<file path="config.mk">
export PLATFORM = sky130hd
export DESIGN_NAME = control_unit_flat
export DESIGN_NICKNAME = d
export VERILOG_FILES = /design/src/rtl/control_unit_if.sv /design/src/rtl/control_unit.sv /design/src/flat_wrapper.sv
export SDC_FILE = /design/constraint.sdc
export NUM_CORES = 1
export LEC_CHECK = 0
export BUFFER_PORTS_ARGS = -buffer_cell sky130_fd_sc_hd__buf_2
export CAP_MARGIN = 40
export CORE_MARGIN = 10
export CORE_UTILIZATION = 50
export CTS_CLUSTER_DIAMETER = 30
export DETAILED_ROUTE_END_ITERATION = 12
export PLACE_DENSITY = 0.88
export SLEW_MARGIN = 25
export SYNTH_ARGS = -nofsm -noshare
export SYNTH_HDL_FRONTEND = slang
export SYNTH_SLANG_ARGS = --single-unit
</file>
<file path="constraint.sdc">
create_clock -name CLK -period 2.13 [get_ports CLK]
set_input_delay 0.426 -clock CLK [delete_from_list [all_inputs] [get_ports CLK]]
set_output_delay 0.426 -clock CLK [all_outputs]
set_load 0.01 [all_outputs]
</file>
<file path="src/rtl/control_unit_if.sv">
// Instruction handshake and decoded-control bundle of the control unit.
// The unit is the slave; the fetch side/register file is the master.
interface control_unit_if;
  logic [31:0] INSTRUCTION;
  logic        INSTR_VALID;
  logic        INSTR_READY;
  logic [31:0] PC;
  logic [2:0]  ALUOP;
  logic [2:0]  READREG1;
  logic [2:0]  READREG2;
  logic [2:0]  WRITEREG;
  logic [7:0]  IMMEDIATE;
  logic        IMM_SEL;
  logic        NEG_SEL;
  logic        WRITEENABLE;
  logic        ILLEGAL;

  modport master (
    output INSTRUCTION, INSTR_VALID,
    input  INSTR_READY, PC, ALUOP,
    input  READREG1, READREG2, WRITEREG,
    input  IMMEDIATE, IMM_SEL, NEG_SEL,
    input  WRITEENABLE, ILLEGAL
  );

  modport slave (
    input  INSTRUCTION, INSTR_VALID,
    output INSTR_READY, PC, ALUOP,
    output READREG1, READREG2, WRITEREG,
    output IMMEDIATE, IMM_SEL, NEG_SEL,
    output WRITEENABLE, ILLEGAL
  );
endinterface

</file>
<file path="src/rtl/control_unit.sv">
// FETCH/EXEC/WB sequencer: latches one instruction, waits a per-opcode
// number of EXEC cycles, then strobes write-back and advances the PC.
module control_unit #(
  parameter int unsigned ADD_WAIT   = 2,
  parameter int unsigned LOGIC_WAIT = 1
) (
  input  logic          CLK,
  input  logic          RESET,
  control_unit_if.slave bus
);

  typedef enum logic [1:0] {
    FETCH,
    EXEC,
    WB
  } state_t;

  state_t      state, state_nx;
  logic [7:0]  cnt, cnt_nx;
  logic [31:0] pc_q, pc_nx;

  logic [2:0]  aluop_q, rr1_q, rr2_q, wr_q;
  logic [7:0]  imm_q;
  logic        imm_sel_q, neg_sel_q, ill_q;

  logic [7:0]  op;
  logic        ready, accept;
  logic [2:0]  dec_aluop;
  logic        dec_imm_sel, dec_neg_sel;
  logic        dec_legal, dec_long;
  logic        unused_bits;

  assign op     = bus.INSTRUCTION[31:24];
  assign ready  = (state == FETCH) && !RESET;
  assign accept = ready && bus.INSTR_VALID;

  assign unused_bits = ^{bus.INSTRUCTION[23:19],
                         bus.INSTRUCTION[15:11]};

  always_comb begin
    dec_aluop   = 3'b000;
    dec_imm_sel = 1'b0;
    dec_neg_sel = 1'b0;
    dec_legal   = 1'b1;
    dec_long    = 1'b0;
    unique case (op)
      8'h00: dec_imm_sel = 1'b1;
      8'h01: dec_aluop   = 3'b000;
      8'h02: begin
        dec_aluop = 3'b001;
        dec_long  = 1'b1;
      end
      8'h03: begin
        dec_aluop   = 3'b001;
        dec_neg_sel = 1'b1;
        dec_long    = 1'b1;
      end
      8'h04: dec_aluop = 3'b010;
      8'h05: dec_aluop = 3'b011;
      default: dec_legal = 1'b0;
    endcase
  end

  // Unknown opcodes skip EXEC and report in WB.
  always_comb begin
    state_nx = state;
    cnt_nx   = cnt;
    pc_nx    = pc_q;
    unique case (state)
      FETCH: begin
        if (accept) begin
          if (dec_legal) begin
            state_nx = EXEC;
            cnt_nx   = dec_long ? 8'(ADD_WAIT)
                                : 8'(LOGIC_WAIT);
          end else begin
            state_nx = WB;
          end
        end
      end
      EXEC: begin
        cnt_nx = cnt - 8'd1;
        if (cnt == 8'd1)
          state_nx = WB;
      end
      WB: begin
        state_nx = FETCH;
        pc_nx    = pc_q + 32'd4;
      end
      default: state_nx = FETCH;
    endcase
  end

  always_ff @(posedge CLK) begin
    if (RESET) begin
      state <= FETCH;
      cnt   <= 8'd0;
      pc_q  <= 32'd0;
    end else begin
      state <= state_nx;
      cnt   <= cnt_nx;
      pc_q  <= pc_nx;
    end
  end

  always_ff @(posedge CLK) begin
    if (RESET) begin
      aluop_q   <= 3'b000;
      rr1_q     <= 3'd0;
      rr2_q     <= 3'd0;
      wr_q      <= 3'd0;
      imm_q     <= 8'd0;
      imm_sel_q <= 1'b0;
      neg_sel_q <= 1'b0;
      ill_q     <= 1'b0;
    end else if (accept) begin
      aluop_q   <= dec_aluop;
      rr1_q     <= bus.INSTRUCTION[10:8];
      rr2_q     <= bus.INSTRUCTION[2:0];
      wr_q      <= bus.INSTRUCTION[18:16];
      imm_q     <= bus.INSTRUCTION[7:0];
      imm_sel_q <= dec_imm_sel;
      neg_sel_q <= dec_neg_sel;
      ill_q     <= !dec_legal;
    end
  end

  assign bus.INSTR_READY = ready;
  assign bus.PC          = pc_q;
  assign bus.ALUOP       = aluop_q;
  assign bus.READREG1    = rr1_q;
  assign bus.READREG2    = rr2_q;
  assign bus.WRITEREG    = wr_q;
  assign bus.IMMEDIATE   = imm_q;
  assign bus.IMM_SEL     = imm_sel_q;
  assign bus.NEG_SEL     = neg_sel_q;
  assign bus.WRITEENABLE = (state == WB) && !ill_q;
  assign bus.ILLEGAL     = (state == WB) && ill_q;

endmodule
</file>
<file path="src/flat_wrapper.sv">
// flat-port wrapper written by rule: the top's interface ports become plain ports
module control_unit_flat 
#(
  parameter int unsigned ADD_WAIT   = 2,
  parameter int unsigned LOGIC_WAIT = 1
)
  (CLK, RESET, bus_INSTRUCTION, bus_INSTR_VALID, bus_INSTR_READY, bus_PC, bus_ALUOP, bus_READREG1, bus_READREG2, bus_WRITEREG, bus_IMMEDIATE, bus_IMM_SEL, bus_NEG_SEL, bus_WRITEENABLE, bus_ILLEGAL);
  control_unit_if bus_i ();
  input  logic CLK;
  input  logic RESET;
  input wire logic [$bits(bus_i.INSTRUCTION)-1:0] bus_INSTRUCTION;
  input wire logic [$bits(bus_i.INSTR_VALID)-1:0] bus_INSTR_VALID;
  output wire logic [$bits(bus_i.INSTR_READY)-1:0] bus_INSTR_READY;
  output wire logic [$bits(bus_i.PC)-1:0] bus_PC;
  output wire logic [$bits(bus_i.ALUOP)-1:0] bus_ALUOP;
  output wire logic [$bits(bus_i.READREG1)-1:0] bus_READREG1;
  output wire logic [$bits(bus_i.READREG2)-1:0] bus_READREG2;
  output wire logic [$bits(bus_i.WRITEREG)-1:0] bus_WRITEREG;
  output wire logic [$bits(bus_i.IMMEDIATE)-1:0] bus_IMMEDIATE;
  output wire logic [$bits(bus_i.IMM_SEL)-1:0] bus_IMM_SEL;
  output wire logic [$bits(bus_i.NEG_SEL)-1:0] bus_NEG_SEL;
  output wire logic [$bits(bus_i.WRITEENABLE)-1:0] bus_WRITEENABLE;
  output wire logic [$bits(bus_i.ILLEGAL)-1:0] bus_ILLEGAL;
  assign bus_i.INSTRUCTION = bus_INSTRUCTION;
  assign bus_i.INSTR_VALID = bus_INSTR_VALID;
  assign bus_INSTR_READY = bus_i.INSTR_READY;
  assign bus_PC = bus_i.PC;
  assign bus_ALUOP = bus_i.ALUOP;
  assign bus_READREG1 = bus_i.READREG1;
  assign bus_READREG2 = bus_i.READREG2;
  assign bus_WRITEREG = bus_i.WRITEREG;
  assign bus_IMMEDIATE = bus_i.IMMEDIATE;
  assign bus_IMM_SEL = bus_i.IMM_SEL;
  assign bus_NEG_SEL = bus_i.NEG_SEL;
  assign bus_WRITEENABLE = bus_i.WRITEENABLE;
  assign bus_ILLEGAL = bus_i.ILLEGAL;
  control_unit #(.ADD_WAIT(ADD_WAIT), .LOGIC_WAIT(LOGIC_WAIT)) u_core (.CLK(CLK), .RESET(RESET), .bus(bus_i));
endmodule
</file>
==> results of run 1 <==
## kinds of logic after synthesis
family,count (synthesis),share of synthesized area
adders and majority gates,3,0.01363
xor gates and xnor gates,10,0.03181
and+or+nand+nor,142,0.2890
AOI/OAI and AO/OA,81,0.1667
buffers and inverters,38,0.06497
other,1,0.001362
DFF,59,0.4289
muxes,1,0.003635
## synth_stat cells (5+ instances only)
| cell type | count | area, µm² |
|---|---|---|
| a21oi_1 | 32 | 160.2 |
| buf_2 | 5 | 25.02 |
| buf_4 | 6 | 45.04 |
| clkbuf_1 | 16 | 60.06 |
| dfxtp_1 | 59 | 1181 |
| inv_1 | 10 | 37.54 |
| nand2_1 | 34 | 127.6 |
| nand2b_1 | 17 | 106.4 |
| nand3_1 | 11 | 55.05 |
| nand3b_1 | 5 | 37.54 |
| nand4_1 | 7 | 43.79 |
| nor2_1 | 17 | 63.81 |
| nor3_1 | 11 | 55.05 |
| o21ai_0 | 23 | 115.1 |
| o21ai_1 | 5 | 25.02 |
| o31ai_1 | 12 | 90.09 |
| or3_1 | 9 | 56.30 |
| or4_1 | 15 | 112.6 |
| xnor2_1 | 8 | 70.07 |
## worst min path at each step
stage               slack [ns]                    from                 endpoint  cells past startpoint
floorplan                 0.47           u_core.cnt[5]            u_core.cnt[5]                      2
global placement          0.45       u_core.bus.PC[31]        u_core.bus.PC[31]                      2
detailed placement        0.46  u_core.bus.READREG1[0]   u_core.bus.READREG1[0]                      2
CTS                       0.28      bus_INSTRUCTION[7]  u_core.bus.IMMEDIATE[7]                      3
global route              0.30      bus_INSTRUCTION[7]  u_core.bus.IMMEDIATE[7]                      3
finish                    0.28      bus_INSTRUCTION[7]  u_core.bus.IMMEDIATE[7]                      3
## routing by layer
metal / global-route usage / share of wire / vias up
met2: 0.2729 / 0.48 / 79
met1: 0.1791 / 0.41 / 1298
met4: 0.06582 / 0.013 / 0
met3: 0.07754 / 0.098 / 10
li1: - / - / 1364
met5: 0 / 0 / -
## metrics by stage
step	hold WS [ns]	area (µm²)	setup TNS, ns	total power (µW)	utilization
2_1_floorplan	0.4668	2761	0	1271	-
5_1_grt	0.2981	3518	-0.1769	2526	0.6718
3_5_place_dp	0.4608	3264	-0.04205	1345	0.6233
6_report	0.2841	3518	0	2432	0.6718
4_1_cts	0.2751	3482	0	2452	0.6648
3_3_place_gp	0.4541	3264	0	1338	0.6233
## area by class of cell
class                      instances  area [µm²]  share of cell area
multi-input combinational        240        1420              0.4036
sequential                        59        1195              0.3396
timing repair buffer             100       563.0              0.1600
clock buffer                      10       137.6             0.03912
tap                               70       87.58             0.02489
clock inverter                     5       77.57             0.02205
inverter                          10       37.54             0.01067
## critical path, cell delays in order, from the launching register on
cell and delay, ns:
dfxtp_2 0.37, nand4_1 0.18, or4_4 0.55, buf_6 0.17
or4_1 0.52, a21oi_1 0.18
## report_power, final
group / internal, µW / total (µW) / switching (µW)
Combinational: 74.0 / 174 / 99.5
Sequential: 1130 / 1150 / 17.3
Clock: 680 / 1110 / 432
## state kept, by name, summed over array words and instances (netlist names)
name and flops:
u_core.state 2, u_core.bus.IMMEDIATE 8, u_core.cnt 8, u_core.bus.ALUOP 2
u_core.bus.PC 30, u_core.bus.WRITEREG 3, u_core.bus.IMM_SEL 1, u_core.bus.NEG_SEL 1
u_core.ill_q 1, u_core.bus.READREG1 3
## timing repair
item	in CTS	in global routing
endpoints found under the setup margin	3	11
gates resized for setup	2	13
pin swaps	0	1
buffers inserted	0	1
==> summary.md, run 1 <==
| Metric | Value |
|---|---|
| Outcome | `finished clean` |
| Data arrival time of the critical path | `2.31 ns` |
| Floorplan core area | `5238 µm²` |
| Routability congestion estimate from global placement | `0.8499` |
| Max capacitance violation total | `0` |
| Maximum clock path buffer count | `2` |
| Count of pins over their slew limit | `0` |
| Period Utilization, post-route | `0.9632` |
| Drt initial violations | `137` |
| Final antenna-violating net count | `0` |
| Sequential cell area fraction in the yosys report | `0.4289` |
| Pin count of the biggest net entering global routing | `33` |
| Peak clock frequency supported by timing | `0.4874 GHz` |
| Slack of the worst reg-to-reg path | `0.08 ns` |
| First-pass iteration count of the detailed router | `4` |
| IO buf count | `78` |
| Reg clk slew, reported paths | `0.07 ns` |
| Largest driver fanout on the critical path | `18` |
| Netlist area before placement | `2754 µm²` |
| Relative slew margins | `0.6637` |
| Starting density of the core | `0.5258` |
| Placed Instances | `478` |
| Layout overhead on the synthesized area | `27.76%` |
| Final setup viols | `0` |
| Mapped Cells | `335` |
| Unique cell type count in the Yosys netlist | `41` |
| Ports placed on the boundary | `92` |
| Clock root buffer | `clkbuf_8` |
| VDD IR max | `656.7 µV` |
| FF+latch count, synth | `59` |
| Reg2reg start | `u_core.bus.PC[7]` |
| Dpl hpwl | `5268 µm` |
| Wirelength, routed | `7391 µm` |
| Clock tree from TritonCTS | `done` |
| Number of H-tree levels | `3` |
| Startpoint class of the critical path | `flip-flop` |
| Floorplan row count | `26` |
| Final Hold Viols | `0` |
| Area of the die | `8876 µm²` |
| Remaining design rule violation count | `0` |
| Commonest cells after routing, fill and taps aside | `buf_2 (78), dfxtp_1 (50), nand2_1 (34)` |
| Final critical delay including setup and external delays | `2.052 ns` |
| Hold Path Class | `input pin to flip-flop` |
| Most common flop cell mapped by yosys | `dfxtp_1` |
| Number of flops mapped to enable cells by yosys | `0` |
| Quantity of hold-fixing buffers added after cts | `0` |
| Kind of critical path | `flip-flop to flip-flop` |
| Slew @ Worst Pin | `0.5034 ns` |
| Critical R2R Capture | `u_core.bus.PC[29]` |
| Final Worst Setup Slack | `0.07828 ns` |
| First-pass GRT wire length | `12140 µm` |
| Endpoint type of the worst setup path | `flip-flop` |
| Vias in the first global route | `2756` |
| Clock latency on the worst-skew pair | `0.33 ns` |
| Worst Reg-to-Reg Cells | `5` |
| Power Dens Cells | `691.3 nW/µm²` |
| Reported leakage power | `0.001423 µW` |
| Post-Syn Area per Cell | `8.221 µm²` |
| Routed via count | `2751` |
| DR WL/cell | `14.96 µm` |
| Required time of the critical path | `2.38 ns` |
| Total Nets Final | `458` |
| Clock buffers created by TritonCTS | `9` |
| Yosys synthesis warning count | `0` |
| Initial antenna violation count | `0` |
| N_diodes | `0` |
| Dpl ws | `-0.04205 ns` |
| Final std cells w/o fill | `494` |
| Unrepaired setup endpoints after global routing | `yes` |
| Async set or reset register ratio after synthesis | `0` |
| GRT Resource Usage Total | `0.1655` |
| DR vias/cell | `5.569` |
| Global-route congestion overflow total | `0` |
| Worst-case clock skew | `0.004419 ns` |
| Share of cells above drive strength 1 | `0.3066` |
| End of the critical path | `u_core.bus.PC[29]` |
| Horizontal die dimension | `94.22 µm` |
| Vertical die dimension | `94.22 µm` |
| Critical path origin | `u_core.bus.PC[7]` |
| Leading cell type in the layout, fill and taps excluded | `buf_2` |
| Total number of clock tree sinks | `59` |
| Number of filler instances in the final layout | `427` |
Note: power is estimated with default switching activity, not from simulation.
==> run 2, diff against run 1 <==
--- a/config.mk
+++ b/config.mk
@@ -8,10 +8,10 @@
 export BUFFER_PORTS_ARGS = -buffer_cell sky130_fd_sc_hd__buf_2
 export CAP_MARGIN = 40
 export CORE_MARGIN = 10
-export CORE_UTILIZATION = 50
+export CORE_UTILIZATION = 45
 export CTS_CLUSTER_DIAMETER = 30
 export DETAILED_ROUTE_END_ITERATION = 12
-export PLACE_DENSITY = 0.88
+export PLACE_DENSITY = 0.84
 export SLEW_MARGIN = 25
 export SYNTH_ARGS = -nofsm -noshare
 export SYNTH_HDL_FRONTEND = slang
==> constraint.sdc (replaced) <==
create_clock -name CLK -period 1.75 [get_ports CLK]
set_input_delay 0.0875 -clock CLK [delete_from_list [all_inputs] [get_ports CLK]]
set_output_delay 0.0875 -clock CLK [all_outputs]
set_load 0.01 [all_outputs]
==> summary.md, run 2 (synthesized netlist as in run 1, its figures left out) <==
| Metric | Value |
|---|---|
| Outcome | `finished with violations` |
| Violated checks | `setup timing` |
| Largest register FFs | `30` |
| Leading cell type in the layout, fill and taps excluded | `buf_2` |
| Total number of clock tree sinks | `59` |
| Routability congestion estimate from global placement | `0.8710` |
| WHS | `0.03655 ns` |
| Ports placed on the boundary | `92` |
| DR WL/cell | `16.06 µm` |
| Clock root buffer | `clkbuf_8` |
| Largest driver fanout on the critical path | `7` |
| Data arrival time of the critical path | `2.23 ns` |
| Final Worst Setup Slack | `-0.2079 ns` |
| Critical R2R Capture | `u_core.bus.PC[24]` |
| Floorplan core area | `5921 µm²` |
| Global-route congestion overflow total | `0` |
| Vias in the first global route | `3051` |
| Clock tree from TritonCTS | `done` |
| Startpoint of the worst hold path | `bus_INSTRUCTION[24]` |
| Hold Path Stages | `3` |
| Hold Path Class | `input pin to flip-flop` |
| VDD IR max | `600.6 µV` |
| First-pass GRT wire length | `14610 µm` |
| Dpl hpwl | `5585 µm` |
| Kind of critical path | `flip-flop to flip-flop` |
| Total Nets Final | `506` |
| Floorplan row count | `28` |
| Relative slew margins | `0.6128` |
| GRT Resource Usage Total | `0.1783` |
| Wirelength, routed | `8799 µm` |
| Cell with the largest stage delay on the worst path | `or4_4` |
| Period Utilization, post-route | `1.119` |
| Count of pins over their slew limit | `0` |
| Final total negative setup slack | `-1.989 ns` |
| Area of the die | `9649 µm²` |
| Total power | `2861 µW` |
| Power dissipated by switching net loads | `704.8 µW` |
| Commonest cells after routing, fill and taps aside | `buf_2 (78), buf_4 (50), dfxtp_1 (42)` |
| N_diodes | `0` |
| Starting density of the core | `0.4651` |
| Layout overhead on the synthesized area | `47.21%` |
| Clock buffers created by TritonCTS | `9` |
| Clock latency on the worst-skew pair | `0.34 ns` |
| Design internal power | `2156 µW` |
| Worst Hold Endpoint | `u_core.bus.NEG_SEL` |
| Maximum clock path buffer count | `2` |
| Remaining design rule violation count | `0` |
| Endpoint type of the worst setup path | `flip-flop` |
| Dpl ws | `-0.2319 ns` |
| Reg clk slew, reported paths | `0.07 ns` |
| Unrepaired setup endpoints after global routing | `yes` |
| Portion of total power attributed to sequential cells | `0.487` |
| Final critical delay including setup and external delays | `1.958 ns` |
| Horizontal die dimension | `98.23 µm` |
| Combinational share of power | `0.085` |
| Worst-case clock skew | `0.01065 ns` |
| Pin count of the biggest net entering global routing | `61` |
| Final setup viols | `16` |
| Initial antenna violation count | `0` |
| Share of total power consumed by net switching | `0.2464` |
| DR vias/cell | `5.462` |
| First-pass iteration count of the detailed router | `4` |
| Final Hold Viols | `0` |
| Number of H-tree levels | `3` |
| Clock share of power | `0.428` |
| Vertical die dimension | `98.23 µm` |
| IO buf count | `78` |
| Final antenna-violating net count | `0` |
| Max capacitance violation total | `0` |
| Maximum single-stage delay on the critical path | `0.46 ns` |
| Worst Reg-to-Reg Cells | `7` |
| Routed via count | `2993` |
| Slack of the worst reg-to-reg path | `-0.21 ns` |
| Required time of the critical path | `2.02 ns` |
| Share of the core filled with cells in the final layout | `0.6847` |
| Reported leakage power | `0.001713 µW` |
| Reg2reg start | `u_core.bus.PC[3]` |
| Slew @ Worst Pin | `0.5809 ns` |
| Drt initial violations | `239` |
| Share of cells above drive strength 1 | `0.3869` |
| Peak clock frequency supported by timing | `0.5108 GHz` |
| Cell chain of the critical path | `ha_4 > nand4b_1 > or4_4 > buf_4 > buf_16 > or3_1 > a21oi_1` |
| Startpoint class of the critical path | `flip-flop` |
| Power Dens Cells | `705.7 nW/µm²` |
[run 2: layout make-up]
cell class                 count  area (µm²)
sequential                    59        1215
timing repair buffer         148       993.5
multi-input combinational    240        1515
tap                           75       93.84
clock buffer                  13       180.2
fill                         411        1867
inverter                      10       37.54
clock inverter                 3       18.77
[run 2: worst max-delay path: cells and delay by family, from the launching register on]
family | cells | cell delay, ns
AND/OR/NAND/NOR | 3 | 0.95
AO/OA/AOI/OAI | 1 | 0.14
buffers and inverters | 2 | 0.31
flip-flops | 1 | 0.37
adder cells (fa/ha/maj) | 1 | 0.13
[run 2: routing by layer]
| layer | GRT usage | share of wire |
|---|---|---|
| met1 | 0.1970 | 0.40 |
| met2 | 0.2924 | 0.49 |
| met4 | 0.06174 | 0.013 |
| met5 | 0 | 0 |
| met3 | 0.08668 | 0.098 |
[run 2: metrics by stage]
stage	instances	cell area (µm²)
floorplan	337	2816
detailed placement	508	3500
global placement	508	3500
global route	548	4054
finish	548	4054
CTS	548	4048
[run 2: worst max-delay path by stage]
stage	from	end	slack (ns)	depth (start not counted)
floorplan	u_core.bus.PC[2]	u_core.bus.PC[26]	-0.15	6
global placement	u_core.bus.PC[2]	u_core.bus.PC[30]	-0.14	6
detailed placement	u_core.bus.PC[8]	u_core.bus.PC[30]	-0.23	5
CTS	u_core.bus.PC[8]	u_core.bus.PC[22]	-0.19	5
global route	u_core.bus.PC[3]	u_core.bus.PC[22]	-0.28	6
finish	u_core.bus.PC[3]	u_core.bus.PC[24]	-0.21	7
[run 2: timing repair]
action,in CTS,in global routing
setup buffers,9,3
cloned,1,0
pin swaps,17,6
hold buffers,14,0
hold endpoints to repair,14,0
gates resized for setup,24,6
endpoints found under the setup margin,18,22
[run 2: power by group through the flow]
stage               clock (µW)  sequential, µW  combinational (µW)
floorplan                    0            1430                 110
CTS                       1240            1390                 236
finish                    1220            1390                 244
detailed placement           0            1420                 210
global route              1290            1400                 268
global placement             0            1420                 204
==> run 3, diff against run 2 <==
==> constraint.sdc (replaced) <==
create_clock -name CLK -period 1.75 [get_ports CLK]
set_input_delay 0.0875 -clock CLK [delete_from_list [all_inputs] [get_ports CLK]]
set_output_delay 0.0875 -clock CLK [all_outputs]
set_load 0.1 [all_outputs]
==> summary.md, run 3 (synthesized netlist as in run 1, its figures left out) <==
| Metric | Value |
|---|---|
| Total number of clock tree sinks | `59` |
| Global-route congestion overflow total | `0` |
| Number of filler instances in the final layout | `440` |
| Worst Reg-to-Reg Cells | `5` |
| Worst-case clock skew | `0.007579 ns` |
| Reg2reg start | `u_core.bus.PC[8]` |
| Required time of the critical path | `2.01 ns` |
| GRT Resource Usage Total | `0.1729` |
| Reg clk slew, reported paths | `0.07 ns` |
| Outcome | `finished with violations` |
| Final setup viols | `17` |
| Share of cells above drive strength 1 | `0.4189` |
| N_diodes | `0` |
| Power Dens Cells | `757.3 nW/µm²` |
| Cell with the largest stage delay on the worst path | `or4_4` |
| Final antenna-violating net count | `0` |
| DR vias/cell | `5.444` |
| Period Utilization, post-route | `1.137` |
| Final Worst Setup Slack | `-0.2394 ns` |
| Maximum single-stage delay on the critical path | `0.55 ns` |
| Endpoint type of the worst setup path | `flip-flop` |
| Routed via count | `2994` |
| Wirelength, routed | `8787 µm` |
| Pin count of the biggest net entering global routing | `42` |
| Drt initial violations | `172` |
| Area of the die | `9649 µm²` |
| First-pass iteration count of the detailed router | `4` |
| IO buf count | `78` |
| Unrepaired setup endpoints after global routing | `yes` |
| Vias in the first global route | `3013` |
| Count of pins over their slew limit | `0` |
| WHS | `0.02300 ns` |
| Starting density of the core | `0.4651` |
| Total Nets Final | `509` |
| Final critical delay including setup and external delays | `1.989 ns` |
| Ports placed on the boundary | `92` |
| Worst Path Buf+Inv | `1` |
| Number of H-tree levels | `3` |
| Kind of critical path | `flip-flop to flip-flop` |
| Vertical die dimension | `98.23 µm` |
| Startpoint class of the critical path | `flip-flop` |
| Reported leakage power | `0.001737 µW` |
| Cell chain of the critical path | `nand4_1 > buf_4 > or4_4 > or4_4 > a21oi_2` |
| Largest driver fanout on the critical path | `4` |
| Largest register FFs | `30` |
| VDD IR max | `668.4 µV` |
| Layout overhead on the synthesized area | `50.80%` |
| Most frequent CP cell | `or4_4` |
| Final Hold Viols | `0` |
| Commonest cells after routing, fill and taps aside | `buf_2 (77), buf_4 (50), nand2_1 (33), dfxtp_1 (33), a21oi_1 (29)` |
| Hold Path Class | `input pin to flip-flop` |
| Violated checks | `setup timing` |
| Clock latency on the worst-skew pair | `0.34 ns` |
| Critical path origin | `u_core.bus.PC[8]` |
| Peak clock frequency supported by timing | `0.5027 GHz` |
| Placed Instances | `505` |
| Remaining design rule violation count | `0` |
| Floorplan core area | `5921 µm²` |
| Critical R2R Capture | `u_core.bus.PC[20]` |
| Horizontal die dimension | `98.23 µm` |
| Clock tree from TritonCTS | `done` |
| Worst Hold Endpoint | `u_core.bus.NEG_SEL` |
| First-pass GRT wire length | `14090 µm` |
| Top Family by Delay on Critical Path | `simple AND/OR/NAND/NOR gates` |
| Max capacitance violation total | `0` |
| Routability congestion estimate from global placement | `0.8683` |
| Maximum clock path buffer count | `2` |
| Dpl hpwl | `5465 µm` |
| Startpoint of the worst hold path | `bus_INSTRUCTION[24]` |
| Floorplan row count | `28` |
| Final std cells w/o fill | `550` |
| Initial antenna violation count | `0` |
| Leading cell type in the layout, fill and taps excluded | `buf_2` |
| Clock buffers created by TritonCTS | `9` |
| DR WL/cell | `15.98 µm` |
| Slack of the worst reg-to-reg path | `-0.24 ns` |
| Data arrival time of the critical path | `2.25 ns` |
| Hold Path Stages | `3` |
| Clock root buffer | `clkbuf_8` |
-- run 3: how the worst max path moves through the flow --
stage	endpoint	slack, ns	depth (start not counted)
2_1_floorplan	u_core.bus.PC[22]	-0.37	6
3_3_place_gp	u_core.bus.PC[22]	-0.19	4
3_5_place_dp	u_core.bus.PC[30]	-0.24	4
4_1_cts	u_core.bus.PC[31]	-0.16	6
5_1_grt	u_core.bus.PC[24]	-0.29	6
6_report	u_core.bus.PC[20]	-0.24	5
-- run 3: final cells by class --
type,instances,area [µm²],share of cell area
Timing Repair Buffer,150,1020,0.2456
Clock inverter,1,5.005,0.001205
Inverter,10,37.54,0.009039
Multi-Input combinational cell,241,1539,0.3706
Clock buffer,14,193.9,0.04670
Sequential cell,59,1264,0.3043
Tap cell,75,93.84,0.02260
-- run 3: report_power, final --
part	internal, µW	total [µW]	switching (µW)
logic	126	537	411
clock network	707	1240	529
registers	1350	1370	24.2
total	2180	3140	964
-- run 3: per-layer routing --
metal	routed length, µm	part of all wire	vias to the layer above	GRT usage
li1	-	-	1467	-
met1	3457	0.39	1404	0.1854
met2	4330	0.49	109	0.2904
met3	858	0.098	14	0.08598
met4	142	0.016	0	0.05733
met5	0	0	-	0
-- run 3: through the flow --
| stage | utilization | setup slack (ns) | total power (µW) | area (µm²) | TNS, ns |
|---|---|---|---|---|---|
| after floorplan | - | -0.3651 | 1802 | 2903 | -5.308 |
| after global placement | 0.6038 | -0.1869 | 1896 | 3575 | -1.911 |
| after detailed placement | 0.6038 | -0.2401 | 1903 | 3575 | -2.515 |
| after CTS | 0.6879 | -0.1584 | 3156 | 4073 | -1.771 |
| after global routing | 0.7014 | -0.2859 | 3264 | 4153 | -3.970 |
| final | 0.7014 | -0.2394 | 3145 | 4153 | -2.624 |
-- run 3: worst min-delay path: stages --
cell,delay (ns)
buf_2,0.11
nand2_1,0.06
o32ai_1,0.06
-- run 3: what timing repair did --
action / in CTS / in global routing
gates cloned: 2 / 0
endpoints found under the setup margin: 18 / 22
resized for setup: 12 / 16
hold endpoints to repair: 14 / 0
setup buffers: 13 / 3
hold buffers: 14 / 0
pin swaps: 6 / 9
